[config.mk]
export PLATFORM = sky130hd
export DESIGN_NAME = cl2_csr_hpm_cnt
export DESIGN_NICKNAME = d
export VERILOG_FILES = /design/src/rtl/cl2_csr_hpm_cnt.sv
export SDC_FILE = /design/constraint.sdc
export NUM_CORES = 2
export LEC_CHECK = 0
export ABC_CLOCK_PERIOD_IN_PS = 6300
export BUFFER_PORTS_ARGS = -buffer_cell sky130_fd_sc_hd__clkbuf_2
export CORE_ASPECT_RATIO = 1.75
export CORE_MARGIN = 2
export CORE_UTILIZATION = 40
export CTS_BUF_LIST = sky130_fd_sc_hd__clkbuf_4
export CTS_CLUSTER_DIAMETER = 60
export DETAILED_ROUTE_END_ITERATION = 10
export PLACE_DENSITY = 0.62
export SYNTH_ARGS = -nofsm -noshare
export SYNTH_HDL_FRONTEND = slang
export SYNTH_SLANG_ARGS = --single-unit
[constraint.sdc]
create_clock -name clk_i -period 6.3 [get_ports clk_i]
set_input_delay 0 -clock clk_i [delete_from_list [all_inputs] [get_ports clk_i]]
set_output_delay 0 -clock clk_i [all_outputs]
set_load 0.005 [all_outputs]
[src/rtl/cl2_csr_hpm_cnt.sv]
// cl2_csr_hpm_cnt: machine counter bank (mcycle, minstret, mhpmcounter3..N,
// mhpmevent3..N, mcountinhibit) for the cl2 RV32 core.
// Ports: clk_i/rst_i (sync, active-high); csr_we_i/csr_addr_i/csr_wdata_i
// write port; csr_hit_o/csr_rdata_o combinational read port;
// retire_i, evt_i count strobes; lcof_irq_o counter-overflow request.
// Optional macro CL2_HPM_SSCOFPMF_EN adds Sscofpmf OF bits (mhpmeventhK)
// and a registered lcof_irq_o; without it lcof_irq_o is tied low.

module cl2_csr_hpm_cnt #(
  parameter int CNT_WIDTH = 64,
  parameter int NUM_HPM   = 4,
  parameter int NUM_EVT   = 8
) (
  input  logic               clk_i,
  input  logic               rst_i,
  input  logic               csr_we_i,
  input  logic [11:0]        csr_addr_i,
  input  logic [31:0]        csr_wdata_i,
  output logic               csr_hit_o,
  output logic [31:0]        csr_rdata_o,
  input  logic               retire_i,
  input  logic [NUM_EVT-1:0] evt_i,
  output logic               lcof_irq_o
);

  // counter slot 0 = mcycle, 1 = minstret, 2+k = mhpmcounter(3+k)
  localparam int NC = 2 + NUM_HPM;
  localparam int HN = (NUM_HPM > 0) ? NUM_HPM : 1;
  localparam int EW = $clog2(NUM_EVT + 1);
  localparam int HW = CNT_WIDTH - 32;

  function automatic logic [31:0] inh_mask(int n);
    logic [31:0] m;
    m = 32'h0000_0005;
    for (int i = 0; i < n; i++) m[3+i] = 1'b1;
    return m;
  endfunction

  localparam logic [31:0] INH_MASK = inh_mask(NUM_HPM);

  // CSR counter number of a storage slot
  function automatic int csr_idx(int j);
    return (j == 0) ? 0 : j + 1;
  endfunction

  logic [CNT_WIDTH-1:0] cnt_q [NC];
  logic [CNT_WIDTH-1:0] cnt_d [NC];
  logic [EW-1:0]        evsel_q [HN];
  logic [31:0]          inh_q;

  logic [NC-1:0] inc;
  logic [NC-1:0] wr_lo;
  logic [NC-1:0] wr_hi;
  logic [HN-1:0] evm;
  logic [HN-1:0] ev_we;
  logic          inh_we;

  // event match: selector in 1..NUM_EVT and that strobe is high
  always_comb begin
    evm = '0;
    for (int k = 0; k < NUM_HPM; k++) begin
      for (int e = 1; e <= NUM_EVT; e++) begin
        if (evsel_q[k] == EW'(e) && evt_i[e-1]) evm[k] = 1'b1;
      end
    end
  end

  always_comb begin
    inc    = '0;
    inc[0] = ~inh_q[0];
    inc[1] = retire_i & ~inh_q[2];
    for (int k = 0; k < NUM_HPM; k++) begin
      inc[2+k] = evm[k] & ~inh_q[3+k];
    end
  end

  // write decode
  always_comb begin
    wr_lo  = '0;
    wr_hi  = '0;
    ev_we  = '0;
    inh_we = csr_we_i && (csr_addr_i == 12'h320);
    for (int j = 0; j < NC; j++) begin
      wr_lo[j] = csr_we_i &&
                 (csr_addr_i == (12'hB00 | 12'(csr_idx(j))));
      wr_hi[j] = csr_we_i &&
                 (csr_addr_i == (12'hB80 | 12'(csr_idx(j))));
    end
    for (int k = 0; k < NUM_HPM; k++) begin
      ev_we[k] = csr_we_i &&
                 (csr_addr_i == (12'h320 | 12'(3 + k)));
    end
  end

  // a CSR write to a counter suppresses its increment that cycle;
  // the full-width add carries straight into the high half
  always_comb begin
    for (int j = 0; j < NC; j++) begin
      cnt_d[j] = cnt_q[j];
      if (wr_lo[j]) begin
        cnt_d[j] = {cnt_q[j][CNT_WIDTH-1:32], csr_wdata_i};
      end else if (wr_hi[j]) begin
        cnt_d[j] = {csr_wdata_i[HW-1:0], cnt_q[j][31:0]};
      end else if (inc[j]) begin
        cnt_d[j] = cnt_q[j] + CNT_WIDTH'(1);
      end
    end
  end

  always_ff @(posedge clk_i) begin
    if (rst_i) begin
      for (int j = 0; j < NC; j++) cnt_q[j] <= '0;
      for (int k = 0; k < HN; k++) evsel_q[k] <= '0;
      inh_q <= '0;
    end else begin
      for (int j = 0; j < NC; j++) cnt_q[j] <= cnt_d[j];
      for (int k = 0; k < NUM_HPM; k++) begin
        if (ev_we[k]) evsel_q[k] <= csr_wdata_i[EW-1:0];
      end
      if (inh_we) inh_q <= csr_wdata_i & INH_MASK;
    end
  end

`ifdef CL2_HPM_SSCOFPMF_EN
  logic [HN-1:0] of_q;
  logic [HN-1:0] ovf;
  logic [HN-1:0] evh_we;
  logic          irq_q;

  // overflow only through an increment from all-ones, never via a write
  always_comb begin
    ovf    = '0;
    evh_we = '0;
    for (int k = 0; k < NUM_HPM; k++) begin
      evh_we[k] = csr_we_i &&
                  (csr_addr_i == (12'h720 | 12'(3 + k)));
      ovf[k] = inc[2+k] & ~wr_lo[2+k] & ~wr_hi[2+k] &
               (&cnt_q[2+k]);
    end
  end

  always_ff @(posedge clk_i) begin
    if (rst_i) begin
      of_q  <= '0;
      irq_q <= 1'b0;
    end else begin
      for (int k = 0; k < NUM_HPM; k++) begin
        if (evh_we[k]) of_q[k] <= csr_wdata_i[31];
        else if (ovf[k]) of_q[k] <= 1'b1;
      end
      irq_q <= |of_q;
    end
  end

  assign lcof_irq_o = irq_q;
`else
  assign lcof_irq_o = 1'b0;
`endif

  // read mux: unimplemented counters 3..31 hit and read zero
  always_comb begin
    csr_hit_o   = 1'b0;
    csr_rdata_o = '0;
    if (csr_addr_i == 12'h320) begin
      csr_hit_o   = 1'b1;
      csr_rdata_o = inh_q;
    end
    for (int i = 0; i < 32; i++) begin
      if (i != 1 &&
          (csr_addr_i == (12'hB00 | 12'(i)) ||
           csr_addr_i == (12'hB80 | 12'(i)))) begin
        csr_hit_o = 1'b1;
      end
      if (i >= 3 && csr_addr_i == (12'h320 | 12'(i))) begin
        csr_hit_o = 1'b1;
      end
`ifdef CL2_HPM_SSCOFPMF_EN
      if (i >= 3 && csr_addr_i == (12'h720 | 12'(i))) begin
        csr_hit_o = 1'b1;
      end
`endif
    end
    for (int j = 0; j < NC; j++) begin
      if (csr_addr_i == (12'hB00 | 12'(csr_idx(j)))) begin
        csr_rdata_o = cnt_q[j][31:0];
      end
      if (csr_addr_i == (12'hB80 | 12'(csr_idx(j)))) begin
        csr_rdata_o = 32'(cnt_q[j][CNT_WIDTH-1:32]);
      end
    end
    for (int k = 0; k < NUM_HPM; k++) begin
      if (csr_addr_i == (12'h320 | 12'(3 + k))) begin
        csr_rdata_o = 32'(evsel_q[k]);
      end
`ifdef CL2_HPM_SSCOFPMF_EN
      if (csr_addr_i == (12'h720 | 12'(3 + k))) begin
        csr_rdata_o = {of_q[k], 31'b0};
      end
`endif
    end
  end

endmodule
==> results.md <==
| Result | Value |
| --- | --- |
| Count of fill cells added during filler insertion | 7,166 |
| Cell chain of the critical path | dlygate4sd3_1 > clkbuf_2 > nor4b_2 > nand2_1 > nor2_2 > buf_4 > a221o_1 > o221ai_1 > a311oi_1 > clkbuf_2 |
| Most used flip-flop cell after synthesis | sky130_fd_sc_hd__dfxtp_1 |
| Slew of the pin with the lowest slew margin | 1.45 ns |
| Number of hold violations in the final report | 0 |
| Post-synth top area cell | sky130_fd_sc_hd__dfxtp_1 |
| Proportion of register bits with asynchronous set or reset after synthesis | 0% |
| Root Driver | sky130_fd_sc_hd__clkbuf_4 |
| Wire length of the first global-routing pass | 214 mm |
| Area taken by flip-flops and latches | 0.00829 mm2 |
| Floorplan die area | 0.0711 mm2 |
| Mapped Cells | 3,767 |
| Cell leakage power | 9.58 nW |
| Sequential-to-total area share from yosys stat | 30.1% |
| Post-place setup slack | 2.34 ns |
| Count of final max-slew check failures | 0 |
| Final net count | 3,832 |
| Ys Warns | 0 |
| Level count of the clock H-tree | 3 |
| Vias post-DR | 33,600 |
| Overall routing resource usage | 41.2% |
| Most area-consuming cells after synthesis | sky130_fd_sc_hd__dfxtp_1, sky130_fd_sc_hd__nor2_1, sky130_fd_sc_hd__o21ai_0, sky130_fd_sc_hd__nand2_1, sky130_fd_sc_hd__a211oi_1 |
| Crit Path Class | input port to output port |
| Clock edge transition at the registers on the reported setup and hold paths | 0.08 ns |
| Buffers added on ports | 88 |
| Total half-perimeter wirelength after legalization and detailed placement | 99.6 mm |
| Worst Setup Slack, final | 1.30 ns |
| Cell area after technology mapping | 0.0275 mm2 |
| Core area | 0.0683 mm2 |
| Max stage delay on crit path | 0.76 ns |
| Antenna violations before repair | 17 |
| Wire length per cell after detailed routing | 31.3 um |
| Total clock sinks | 406 |
| Routability Congestion | 1.10 |
| Area delta synth->final | 10.6% |
| First drt pass iteration count | 9 |
| Kind of start point of the critical path | input port |
| Drt via density | 7.03 |
| CTS tree | built |
| Sum of internal, switching and leakage power | 5.48 mW |
| Power Dens Cells | 180 mW/mm2 |
| Die height | 351 um |
| Share of layout cells above drive strength 1 | 10.6% |
| DIE WIDTH | 202 um |
| Area of the multi-input gates | 0.0180 mm2 |
| Most common cell type on the critical path | sky130_fd_sc_hd__clkbuf_2 |
| Starting Density | 40.3% |
| CP Max Fanout | 29 |
| Number of DRC markers after the initial detailed-route iteration | 5,021 |
| Setup repair after global routing missed its margin | false |
| Worst-case clock skew | 0.0871 ns |
| Syn Nets | 3,829 |
| Synthesized flop and latch total | 406 |
| Cell with the biggest individual delay on the critical path | sky130_fd_sc_hd__nor4b_2 |
| Count of cells resized by post-cts repair | 0 |
| Fmax | 200 MHz |
| Unique cell type count in the Yosys netlist | 94 |
| Count of buffering cells on the critical path with inverters included | 4 |
| Number of buffers added by the clock tree synthesis step | 103 |
| Number of I/O pins | 90 |
| Rel. slew slack | 2.95% |
| Insertion delay to the later sink of the worst-skew pair | 1.06 ns |
| Tmin final | 5.00 ns |
| Maximum root-to-sink buffer count | 3 |
| Final number of setup-violating endpoints | 0 |
| Via count of the first global-routing pass | 30,300 |
| Remaining antenna violation count after routing | 0 |
| Status | finished, final reports clean |
| Area fraction of the dominant cell type after synthesis | 28.3% |
| Data arrival time of the worst path | 5.00 ns |
| Synthesized area per cell | 7.31 um2 |
| Type of destination of the critical path | output port |
| Grt ovf | 0 |
| Number of flops mapped to enable cells by yosys | 16 |
| Required time of the worst setup path | 6.30 ns |
| Site row count | 127 |
| Min-Delay Path Class | input port to register |
| Post-route clock period utilization | 79.3% |
| Detailed Route WL | 150 mm |
| Category of cells accounting for the largest share of critical-path delay | simple AND/OR/NAND/NOR gates |
| Setup TNS Final | 0 ns |
| DRC violation count after routing | 0 |
| Maximum number of pins on one net before global-route repair | 80 |
| IR Drop Worst-Case VDD | 0.107 mV |
| Reported max-cap violation count | 0 |
synth_stat cells, drive strengths merged, types with 39 or more instances:
library cell and number:
a22oi 70, o21ai 309, a211oi 184, xnor2 76, nor2 424, clkbuf 289
nor3 104, and4 39, nand4 109, and3 90, a21oi 270, xor2 62
nor4 59, nand3 156, dfxtp 390, a31oi 91, nand2 372
report_power, final:
| part | switching (mW) | internal, mW |
|---|---|---|
| clock | 1.32 | 1.07 |
| combinational | 0.377 | 0.0988 |
| sequential | 0.0292 | 2.59 |
cell families (layout without fill, tap and decap cells):
group	after synthesis	count (layout)	synth area share, %
muxes	32	32	1.41
adders and majority gates	6	6	0.273
and+or+nand+nor	1540	1540	28.2
buffers and inverters	358	446	4.95
xor gates and xnor gates	138	138	4.39
other	1	15	0.0136
DFF	406	406	30.1
AOI/OAI and AO/OA	1286	1286	30.7
per-stage QoR:
step	instances	area (um2)	utilization (%)	hold slack, ns
2_1_floorplan	3767	27500	-	0.181
3_3_place_gp	4509	28600	41.8	0.430
3_5_place_dp	4509	28600	41.8	0.433
4_1_cts	4757	30400	44.5	0.00603
5_1_grt	4765	30500	44.6	0.0575
6_report	4772	30500	44.6	0.0390
final cells by class:
class,instances,area share [%]
Timing Repair Buffer,218,5.15
Inverter,38,0.468
Antenna cell,14,0.115
Clock inverter,45,0.604
Multi-Input combinational cell,3003,59.2
Sequential cell,406,27.2
Tap cell,903,3.71
Clock buffer,145,3.57
flip-flops by register name (all words and copies together), names as in the netlist:
| register | flops |
|---|---|
| cnt_q | 384 |
| evsel_q | 16 |
| inh_q | 6 |
layout by cell type (no fill, tap or decap), types with 33 or more instances in the layout:
cell type,count
sky130_fd_sc_hd__or3_1,34
sky130_fd_sc_hd__clkbuf_2,87
sky130_fd_sc_hd__a21oi_1,265
sky130_fd_sc_hd__nand3_1,156
sky130_fd_sc_hd__nor2_1,417
sky130_fd_sc_hd__o21ai_0,305
sky130_fd_sc_hd__inv_1,36
sky130_fd_sc_hd__nand4_1,108
sky130_fd_sc_hd__dlygate4sd3_1,58
sky130_fd_sc_hd__nor4_1,50
sky130_fd_sc_hd__clkinv_1,33
sky130_fd_sc_hd__a31oi_1,90
sky130_fd_sc_hd__nand2_1,367
sky130_fd_sc_hd__o22ai_1,33
sky130_fd_sc_hd__a22oi_1,70
sky130_fd_sc_hd__xnor2_1,76
sky130_fd_sc_hd__and4_1,39
sky130_fd_sc_hd__clkbuf_4,145
sky130_fd_sc_hd__xor2_1,62
sky130_fd_sc_hd__buf_4,71
sky130_fd_sc_hd__and3_1,90
sky130_fd_sc_hd__nor3_1,97
sky130_fd_sc_hd__a211oi_1,184
sky130_fd_sc_hd__dfxtp_1,390
sky130_fd_sc_hd__a221oi_1,38
metal layers:
layer | vias up | track usage [%] | wire [um]
met3 | 850 | 11.2 | 16300
met1 | 15900 | 44.1 | 48500
met2 | 2433 | 65.2 | 66600
li1 | 14400 | - | -
met4 | 10 | 40.1 | 18000
met5 | - | 0 | 86
worst reg2reg max path: stages (launching register included):
cell	delay (ns)
sky130_fd_sc_hd__edfxtp_1	0.50
sky130_fd_sc_hd__or4b_2	0.75
sky130_fd_sc_hd__a2111oi_4	1.26
sky130_fd_sc_hd__nand3_1	0.76
sky130_fd_sc_hd__or4_1	0.61
sky130_fd_sc_hd__a311oi_1	0.25
final timing paths:
check | to | slack, ns | depth (start not counted) | from
max | csr_rdata_o[1] | 1.30 | 10 | csr_addr_i[7]
min | cnt_q[0][344] | 0.04 | 3 | rst_i
max reg2reg | cnt_q[0][271] | 2.12 | 5 | evsel_q[2][2]
min reg2reg | cnt_q[0][322] | 0.50 | 2 | cnt_q[0][322]
repair_timing:
action	in CTS	in global routing
setup endpoints to repair	0	0
hold buffers	58	0
buffers inserted	0	0
endpoints found under the hold margin	407	0
Power figures use the tool's default switching activity.
